## config.mk

```make
export PLATFORM = sky130hd
export DESIGN_NAME = alu_mc
export DESIGN_NICKNAME = d
export VERILOG_FILES = /design/src/rtl/alu_pkg.sv /design/src/rtl/alu_mul_iter.sv /design/src/rtl/alu_mc.sv
export SDC_FILE = /design/constraint.sdc
export NUM_CORES = 1
export LEC_CHECK = 0
export CORE_UTILIZATION = 35
export CTS_BUF_LIST = sky130_fd_sc_hd__clkbuf_4 sky130_fd_sc_hd__clkbuf_8
export CTS_CLUSTER_DIAMETER = 150
export DETAILED_ROUTE_END_ITERATION = 8
export GPL_TIMING_DRIVEN = 0
export PLACE_DENSITY = 0.48
export REMOVE_ABC_BUFFERS = 1
export SETUP_SLACK_MARGIN = 0.05
export SYNTH_ARGS = -nofsm -noshare
export SYNTH_HDL_FRONTEND = slang
export SYNTH_SLANG_ARGS = --single-unit
export TNS_END_PERCENT = 1
```

## constraint.sdc

```tcl
create_clock -name clk -period 4.7 [get_ports clk]
set_input_delay 1.175 -clock clk [delete_from_list [all_inputs] [get_ports clk]]
set_output_delay 1.175 -clock clk [all_outputs]
set_load 0.01 [all_outputs]
```

## src/rtl/alu_pkg.sv

```systemverilog
// Shared opcode and FSM definitions for the multi-cycle ALU.
package alu_pkg;

    typedef enum logic [3:0] {
        OP_AND  = 4'd0,
        OP_OR   = 4'd1,
        OP_ADD  = 4'd2,
        OP_XOR  = 4'd3,
        OP_SLL  = 4'd4,
        OP_SRL  = 4'd5,
        OP_SUB  = 4'd6,
        OP_SRA  = 4'd7,
        OP_MUL  = 4'd8,
        OP_SLT  = 4'd9,
        OP_SLTU = 4'd10
    } op_e;

    // Number of defined opcodes; anything at or above this is illegal.
    localparam logic [3:0] OP_COUNT = 4'd11;

    typedef enum logic [1:0] {
        IDLE     = 2'd0,
        MUL_BUSY = 2'd1,
        HOLD     = 2'd2
    } state_e;

    function automatic logic op_is_illegal(input logic [3:0] op);
        return op >= OP_COUNT;
    endfunction

endpackage

```

## src/rtl/alu_mul_iter.sv

```systemverilog
// Iterative shift-add multiplier: one multiplier bit per cycle, low WIDTH
// bits of the unsigned product. done_o flags the cycle whose edge completes
// the product; product_o is valid during that cycle.
module alu_mul_iter #(
    parameter int WIDTH = 32
) (
    input  logic             clk,
    input  logic             rst_n,
    input  logic             start_i,
    input  logic [WIDTH-1:0] a_i,
    input  logic [WIDTH-1:0] b_i,
    output logic             done_o,
    output logic [WIDTH-1:0] product_o
);

    localparam int CW = $clog2(WIDTH) + 1;

    logic [WIDTH-1:0] acc_q, mcand_q, mplier_q;
    logic [WIDTH-1:0] partial, sum_d;
    logic [CW-1:0]    cnt_q;

    // Partial product for the current multiplier bit; the last step's sum is the result.
    always_comb begin
        partial   = mplier_q[0] ? mcand_q : '0;
        sum_d     = acc_q + partial;
        done_o    = (cnt_q == CW'(1));
        product_o = sum_d;
    end

    // Down-counter sequences WIDTH steps; operands shift one bit per step.
    always_ff @(posedge clk or negedge rst_n) begin
        if (!rst_n) begin
            acc_q    <= '0;
            mcand_q  <= '0;
            mplier_q <= '0;
            cnt_q    <= '0;
        end else if (start_i) begin
            acc_q    <= '0;
            mcand_q  <= a_i;
            mplier_q <= b_i;
            cnt_q    <= CW'(WIDTH);
        end else if (cnt_q != '0) begin
            acc_q    <= sum_d;
            mcand_q  <= mcand_q << 1;
            mplier_q <= mplier_q >> 1;
            cnt_q    <= cnt_q - CW'(1);
        end
    end

endmodule

```

## src/rtl/alu_mc.sv

```systemverilog
// Multi-cycle ALU with valid/ready handshake on both sides.
//   state    | meaning
//   IDLE     | no result pending, ready for a request
//   MUL_BUSY | iterative multiply in progress, requests blocked
//   HOLD     | result and flags presented until the consumer takes them
module alu_mc
    import alu_pkg::*;
#(
    parameter int WIDTH = 32,
    parameter int SHW   = $clog2(WIDTH)
) (
    input  logic             clk,
    input  logic             rst_n,
    input  logic             in_valid,
    output logic             in_ready,
    input  logic [3:0]       control,
    input  logic [WIDTH-1:0] a,
    input  logic [WIDTH-1:0] b,
    output logic             out_valid,
    input  logic             out_ready,
    output logic [WIDTH-1:0] c,
    output logic             zero,
    output logic             negative,
    output logic             carry,
    output logic             overflow,
    output logic             illegal
);

    state_e           state_q, state_d;
    logic [WIDTH-1:0] c_q, c_d;
    logic             zero_q, neg_q;
    logic             carry_q, carry_d, ovf_q, ovf_d, illegal_q, illegal_d;
    logic             accept, mul_start, mul_done;
    logic [WIDTH-1:0] mul_product;
    logic [WIDTH-1:0] alu_res;
    logic             alu_carry, alu_ovf;
    logic [WIDTH:0]   add_ext, sub_ext;
    logic [SHW-1:0]   shamt;

    assign in_ready  = (state_q == IDLE) || ((state_q == HOLD) && out_ready);
    assign accept    = in_valid && in_ready;
    assign out_valid = (state_q == HOLD);
    assign c         = c_q;
    assign zero      = zero_q;
    assign negative  = neg_q;
    assign carry     = carry_q;
    assign overflow  = ovf_q;
    assign illegal   = illegal_q;

    alu_mul_iter #(.WIDTH(WIDTH)) u_mul (
        .clk       (clk),
        .rst_n     (rst_n),
        .start_i   (mul_start),
        .a_i       (a),
        .b_i       (b),
        .done_o    (mul_done),
        .product_o (mul_product)
    );

    // Single-cycle datapath; carry on SUB is the borrow (a < b unsigned).
    always_comb begin
        add_ext   = {1'b0, a} + {1'b0, b};
        sub_ext   = {1'b0, a} - {1'b0, b};
        shamt     = b[SHW-1:0];
        alu_res   = '0;
        alu_carry = 1'b0;
        alu_ovf   = 1'b0;
        case (control)
            OP_AND:  alu_res = a & b;
            OP_OR:   alu_res = a | b;
            OP_XOR:  alu_res = a ^ b;
            OP_ADD: begin
                alu_res   = add_ext[WIDTH-1:0];
                alu_carry = add_ext[WIDTH];
                alu_ovf   = (a[WIDTH-1] == b[WIDTH-1]) && (alu_res[WIDTH-1] != a[WIDTH-1]);
            end
            OP_SUB: begin
                alu_res   = sub_ext[WIDTH-1:0];
                alu_carry = sub_ext[WIDTH];
                alu_ovf   = (a[WIDTH-1] != b[WIDTH-1]) && (alu_res[WIDTH-1] != a[WIDTH-1]);
            end
            OP_SLL:  alu_res = a << shamt;
            OP_SRL:  alu_res = a >> shamt;
            OP_SRA:  alu_res = $unsigned($signed(a) >>> shamt);
            OP_SLT:  alu_res = {{(WIDTH-1){1'b0}}, ($signed(a) < $signed(b))};
            OP_SLTU: alu_res = {{(WIDTH-1){1'b0}}, (a < b)};
            default: alu_res = '0;
        endcase
    end

    // Next state and result capture; a HOLD transfer may overlap a new accept.
    always_comb begin
        state_d   = state_q;
        c_d       = c_q;
        carry_d   = carry_q;
        ovf_d     = ovf_q;
        illegal_d = illegal_q;
        mul_start = 1'b0;
        unique case (state_q)
            IDLE, HOLD: begin
                if (accept) begin
                    if (control == OP_MUL) begin
                        state_d   = MUL_BUSY;
                        mul_start = 1'b1;
                    end else begin
                        state_d   = HOLD;
                        c_d       = alu_res;
                        carry_d   = alu_carry;
                        ovf_d     = alu_ovf;
                        illegal_d = op_is_illegal(control);
                    end
                end else if ((state_q == HOLD) && out_ready) begin
                    state_d = IDLE;
                end
            end
            MUL_BUSY: begin
                if (mul_done) begin
                    state_d   = HOLD;
                    c_d       = mul_product;
                    carry_d   = 1'b0;
                    ovf_d     = 1'b0;
                    illegal_d = 1'b0;
                end
            end
            default: state_d = IDLE;
        endcase
    end

    // State, result and flag registers; zero/negative follow the captured result.
    always_ff @(posedge clk or negedge rst_n) begin
        if (!rst_n) begin
            state_q   <= IDLE;
            c_q       <= '0;
            zero_q    <= 1'b1;
            neg_q     <= 1'b0;
            carry_q   <= 1'b0;
            ovf_q     <= 1'b0;
            illegal_q <= 1'b0;
        end else begin
            state_q   <= state_d;
            c_q       <= c_d;
            zero_q    <= (c_d == '0);
            neg_q     <= c_d[WIDTH-1];
            carry_q   <= carry_d;
            ovf_q     <= ovf_d;
            illegal_q <= illegal_d;
        end
    end

endmodule

```

# Word-level counts from Yosys, hierarchy flattened
# Cells that the tools add are included.
# W data, S select, Z words.
[word_totals] reg_bits=141 latch_bits=0 mem_bits_rw=0 rom_bits=0 input_bits=72 out_inout_bits=39 elab_cells=93 memories=0
[op_classes] addsub=4 multipliers=0 n_div=0 n_lt_le_gt_ge=3 n_eq_ne=21 shifts=3 mux=34 bitwise_logic=3 reduce_logical=14
[ops] operator="$mux W32" count=10
[ops] operator="$pmux W32 S10" count=1
[ops] operator="$lt A32 B32 Y1" count=2
[ops] operator="$pmux W32 S2" count=1
[ops] operator="$add A32 B32 Y33" count=1
[ops] operator="$sub A32 B32 Y33" count=1
[ops] operator="$add A32 B32 Y32" count=1
[ops] operator="$and A32 B32 Y32" count=1
[ops] operator="$logic_not A32 Y1" count=1
[ops] operator="$or A32 B32 Y32" count=1
[ops] operator="$shl A32 B5 Y32" count=1
[ops] operator="$shr A32 B5 Y32" count=1
[ops] operator="$sshr A32 B5 Y32" count=1
[ops] operator="$xor A32 B32 Y32" count=1
[ops] operator="$eq A4 B3 Y1 const B" count=4
[ops] operator="$eq A4 B4 Y1 const B" count=3
[ops] operator="$mux W6" count=2
[ops] operator="$mux W1" count=10
[ops] operator="$pmux W1 S2" count=5
[ops] operator="$eq A4 B2 Y1 const B" count=2
[ops] operator="$mux W2" count=4
[ops] operator="$eq A6 B1 Y1 const B" count=1
[ops] operator="$ne A2 B2 Y1 const B" count=3
[ops] operator="$reduce_bool A6 Y1" count=1
[ops] operator="17 further kinds" count=23

# Logic depth before layout (Yosys ltp)
[depth] ltp_word=7 ltp_mapped=18 mapped_depth_nobuf=14

# Cells and area by module
# A second synthesis with hierarchy kept.
[hier_totals] hier_cells=2431 hier_area_um2=19408.6
[by_module_without_submodules] mod="alu_mc" instances=1 cells_per_inst=1714 area_per_inst_um2=13001.2 seq_area_each_um2=952.2
[by_module_without_submodules] mod="alu_mul_iter" instances=1 cells_per_inst=717 area_per_inst_um2=6407.4 seq_area_each_um2=2552.4

# Worst setup path after synthesis
# No wires, ideal clock.
[synth_path] path_type="input to register" from="in b[2]" to="reg zero_q (netlist: zero)" setup_time_ns=0.068 t_arrival_ns=5.405 required_time_ns=4.632 path_slack_ns=-0.773 path_stages=18 path_buffers=5 cell_sequence="buf_2 > buf_2 > inv_1 > clkbuf_1 > clkbuf_1 > buf_1 > ha_1 > nor2_1 > o311ai_1 > a31oi_1 > a211oi_1 > o21ai_0 > a21oi_1 > mux2_1 > o22ai_1 > a221o_1 > or4b_1 > nor2_1"
[synth_via] elab_chain_len=6 word_cells_on_any_way=15 classes_between="add/sub (2); order compare (2); shift (3); mux (4); bitwise (3); reduce/logical (1)"
[synth_rtl] item="start: declaration" line="alu_mc.sv:18" source="input logic [WIDTH-1:0] b,"
[synth_rtl] item="$sub A32 B32 Y33, or another cell as far along" line="alu_mc.sv:63" source="sub_ext = {1'b0, a} - {1'b0, b};"
[synth_rtl] item="$pmux W32 S10 (*)" line="alu_mc.sv:68" source="case (control)"
[synth_rtl] item="$mux W32 (*)" line="alu_mc.sv:102" source="if (control == OP_MUL) begin"
[synth_rtl] item="$mux W32 (*)" line="alu_mc.sv:101" source="if (accept) begin"
[synth_rtl] item="$pmux W32 S2 (*)" line="alu_mc.sv:99" source="unique case (state_q)"
[synth_rtl] item="via c_d[28]" line="alu_mc.sv:30" source="logic [WIDTH-1:0] c_q, c_d;"
[synth_rtl] item="$logic_not A32 Y1 (*)" line="alu_mc.sv:142" source="zero_q <= (c_d == '0);"
[synth_rtl] item="end signal: assignment" line="alu_mc.sv:142"
[synth_rtl] item="end: declaration" line="alu_mc.sv:31" source="logic zero_q, neg_q;"
# Mark *: on every way through the listed nets, which the timed path passes. The rest lies on a longest branch.
# A chain may end at the register's enable or synchronous reset.

# Final worst setup path
[layout_path] from="in a[14]" to="reg zero_q (netlist: zero)"
[layout_via] elab_chain_len=6 word_cells_on_any_way=15 classes_between="add/sub (2); order compare (2); shift (3); mux (4); bitwise (3); reduce/logical (1)"
[layout_rtl] item="start: declaration" line="alu_mc.sv:17" source="input logic [WIDTH-1:0] a,"
[layout_rtl] item="$sub A32 B32 Y33, or another cell as far along" line="alu_mc.sv:63"
[layout_rtl] item="$pmux W32 S10 (*)" line="alu_mc.sv:68"
[layout_rtl] item="$mux W32 (*)" line="alu_mc.sv:102"
[layout_rtl] item="$mux W32 (*)" line="alu_mc.sv:101"
[layout_rtl] item="$pmux W32 S2 (*)" line="alu_mc.sv:99"
[layout_rtl] item="via c_d[22]" line="alu_mc.sv:30"
[layout_rtl] item="$logic_not A32 Y1 (*)" line="alu_mc.sv:142"
# Marks and branches as above.

==> summary.txt <==
Outcome
  • Status: completed

STA
  • Final max-slew violation count: 0
  • Fmax: 215 MHz
  • Tmin final: between 4 and 5 ns
  • Skew final: 0.0211 ns
  • Slew Limit Headroom: around 17%
  • RSZ-0062 raised after global routing: false
  • Final Cycle Share: roughly 100%
  • Hold Vio Cnt, Final: 0
  • Setup-failing EPs final: 0
  • Worst-Margin Slew: approximately 1.2 ns

Synth
  • Netlist Area Pre-Place: between 0.015 and 0.02 mm^2
  • Synth Area in Compound Gates: roughly a quarter
  • Largest family of logic cells by synthesized area: compound AO/OA/AOI/OAI gates
  • Synthesized area per cell: about 7.5 um^2
  • Synth unique cells: 86
  • Post-Synth Simple-Gate Area: between 20% and 30%
  • Post-synthesis mux area share: 13.0%
  • Seq/Total Area, Yosys: between 10% and 20%
  • XOR/XNOR Fraction of Synth Area: a little over 2%
  • Adder-Cell Fraction of Synth Area: under 10%
  • Ys Warns: 0
  • Async set or reset register ratio after synthesis: 100%
  • Post-Syn Instances: 2540
  • Main synth FF type: dfrtp_1
  • Synth Register Bits: 140
  • Number of synthesized flops with an enable pin: 0

Min path
  • Hold EP: illegal$_DFFE_PN0P_
  • HP Class: flop to flop
  • Hold Crit Depth: 2
  • Hold path start: illegal$_DFFE_PN0P_

Layout
  • Synth-to-layout area growth: 18.9%
  • Share of cells above drive strength 1: between 15 and 20%
  • # nets final: 2764
  • Post-route cell area: about 0.023 mm^2
  • Commonest non-fill, non-tap cells in the layout: nand2_1, nor2_1, a21oi_1
  • Commonest non-fill, non-tap cell in the layout: nand2_1

Die
  • Die width: around 230 um
  • Die H: ~230 um
  • Core footprint: 0.0537 mm^2
  • Initial core utilization: around 35%
  • IO Count: approximately 110
  • Row Count: 85
  • Die ar.: about 0.055 mm^2

Worst setup path
  • Critical Path Fanout Max: 11
  • Crit end category: flop
  • Critical path type: input pin to flop
  • Critical path startpoint category: input pin
  • Crit path required time: between 5 and 6 ns
  • Worst Path Arrival: 5.12 ns
  • Worst reg2reg endpoint: zero$_DFF_PN1_
  • Worst R2R Start: u_mul.mplier_q[0]$_DFFE_PN0P_
  • Worst Reg-to-Reg Cells: 14
  • R2R Setup Slk: approximately 0.19 ns

Route
  • Drt total wl: ~100000 um
  • Initial DRC count: around 2600
  • Via-to-Cell Ratio: between 6 and 7
  • Vias: between 20000 and 25000
  • Number of routed nets with antenna violations: 0
  • DRC viols: 0
  • TritonRoute pass-1 iters: 5
  • Wire per inst: between 30 and 40 um

Clock tree
  • # hold bufs at CTS: 0
  • CTS buffer count: 17
  • CTS tree: done
  • H-tree depth: 4
  • Clock sinks: between 100 and 150
  • Clock-pin slew on the worst setup and hold paths: roughly 0.09 ns
  • Maximum clock path buffer count: 2
  • Clock Latency Late Sink: ~0.55 ns
  • Root buffer cell: clkbuf_8

Power and ir drop
  • Final Total Pwr: approximately 7.7 mW
  • Power density over the cells: 339 mW/mm^2
  • Lkg Pwr: around 9 nW
  • VDD IR max: about 0.28 mV

Place
  • HPWL after detailed placement: ~74000 um
  • GP Congestion: roughly 1
  • Area after DPL: approximately 0.021 mm^2
  • IO Port Bufs: 110

Global route
  • Largest net degree at the start of global routing: 90
  • GRT Total Usage: between 30% and 40%
  • Vias in the first global route: 19800
  • First-pass GRT wire length: between 100000 and 150000 um
  • Antenna violations before repair: 5
  • Overflow after GRT: 0

Job
  • Max-capacitance violation count: 0
## worst max-delay path, cell delays in order
cell and delay [ns]:
buf_2 0.31, inv_1 0.25, ha_4 0.40, nand4_1 0.15
or4_4 0.47, o311a_4 0.46, mux2_2 0.32, a2111oi_4 0.47
a21boi_4 0.29, o22ai_1 0.11, nor4_1 0.31, nand4b_1 0.21
nor2_1 0.19
## metrics by stage
step                setup WS, ns  utilization (%)  hold WS [ns]  std cells  TNS [ns]
global route              0.0431             42.0         0.507       3257         0
CTS                       0.0509             41.4         0.494       3236         0
detailed placement         -3.26             38.3         0.474       3166    -62.23
floorplan                  -2.40                -         0.466       2333   -196.19
finish                    0.0481             42.0         0.492       3258         0
global placement           -7.44             37.4         0.471       3139  -1389.37
## where the power goes
| group | switching (mW) | total, mW | internal, mW |
|---|---|---|---|
| Sequential | 0.349 | 2.00 | 1.65 |
| Combinational | 2.80 | 4.64 | 1.84 |
| Clock | 0.578 | 1.02 | 0.437 |
| Total | 3.73 | 7.66 | 3.93 |
## what timing repair did
| action | 4_1_cts | 5_1_grt |
|---|---|---|
| setup buffers | 31 | 19 |
| pin swaps | 30 | 32 |
| endpoints found under the setup margin | 35 | 2 |
| gates resized for setup | 308 | 100 |
| cloned | 8 | 1 |
## metal layers
| layer | vias up | global-route usage, % | routed length, um |
|---|---|---|---|
| met3 | 185 | 5.37 | 6810 |
| met5 | - | 0 | 13 |
| met2 | 1057 | 53.8 | 43900 |
| met1 | 10700 | 49.3 | 44300 |
| li1 | 9374 | - | - |
| met4 | 2 | 14.9 | 4490 |
## flip-flops by register name, summed over array words and instances, names as in the netlist
name	count
u_mul.mcand_q	32
zero	1
u_mul.cnt_q	6
carry	1
u_mul.mplier_q	32
u_mul.acc_q	32
state_q	2
overflow	1
illegal	1
c	32
## cell type report
type                            instances  area, um^2
Fill cell                            5508       31100
Multi-Input combinational cell       2076       15200
Sequential cell                       140        3510
Timing Repair Buffer                  194        2150
Tap cell                              696         871
Inverter                              117         464
Clock buffer                           19         255
Clock inverter                         12         113
Timing Repair inverter                  2        10.0
Antenna cell                            2        5.00
## synth_stat cells, types with 14 or more instances
library cell,n,share of area [%]
nand2_1,341,6.7
nor2_1,248,4.9
a21oi_1,194,5.1
clkbuf_1,149,2.9
ha_1,141,9.3
dfrtp_1,139,18
o21ai_0,130,3.4
inv_1,113,2.2
a31oi_1,76,2.5
mux2i_1,74,3.9
nand3_1,64,1.7
nor3_1,58,1.5
mux4_2,55,6.5
and2_1,46,1.5
o211ai_1,36,1.4
o22ai_1,36,1.2
nor2b_1,32,1.1
buf_2,31,0.82
nand2b_1,31,1.0
nor4_1,31,1.0
a211oi_1,30,1.2
xnor2_1,29,1.3
mux2_2,28,1.7
nand4_1,27,0.89
a21o_1,22,0.87
o31ai_1,21,0.83
or3_1,20,0.66
a22oi_1,19,0.75
buf_1,18,0.36
o21a_1,16,0.63
or2_2,16,0.53
xor2_1,16,0.74
a221oi_1,14,0.65
## worst max path at each step
| stage | startpoint | end | slack [ns] |
|---|---|---|---|
| 2_1_floorplan | u_mul.cnt_q[2]$_DFFE_PN0P_ | u_mul.acc_q[31]$_DFFE_PN0P_ | -2.40 |
| 3_3_place_gp | u_mul.cnt_q[4]$_DFFE_PN0P_ | u_mul.acc_q[31]$_DFFE_PN0P_ | -7.44 |
| 3_5_place_dp | b[4] | zero$_DFF_PN1_ | -3.26 |
| 4_1_cts | a[11] | zero$_DFF_PN1_ | 0.05 |
| 5_1_grt | b[27] | zero$_DFF_PN1_ | 0.04 |
| 6_report | a[14] | zero$_DFF_PN1_ | 0.05 |
## kinds of logic (layout without fill, tap and decap cells)
group | count (synthesis) | count (layout)
and+or+nand+nor | 957 | 957
AOI/OAI and AO/OA | 766 | 766
buffers and inverters | 324 | 344
muxes | 164 | 164
adders and majority gates | 144 | 144
DFF | 140 | 140
xor gates and xnor gates | 45 | 45
other | 0 | 2
Power figures use the tool's default switching activity.
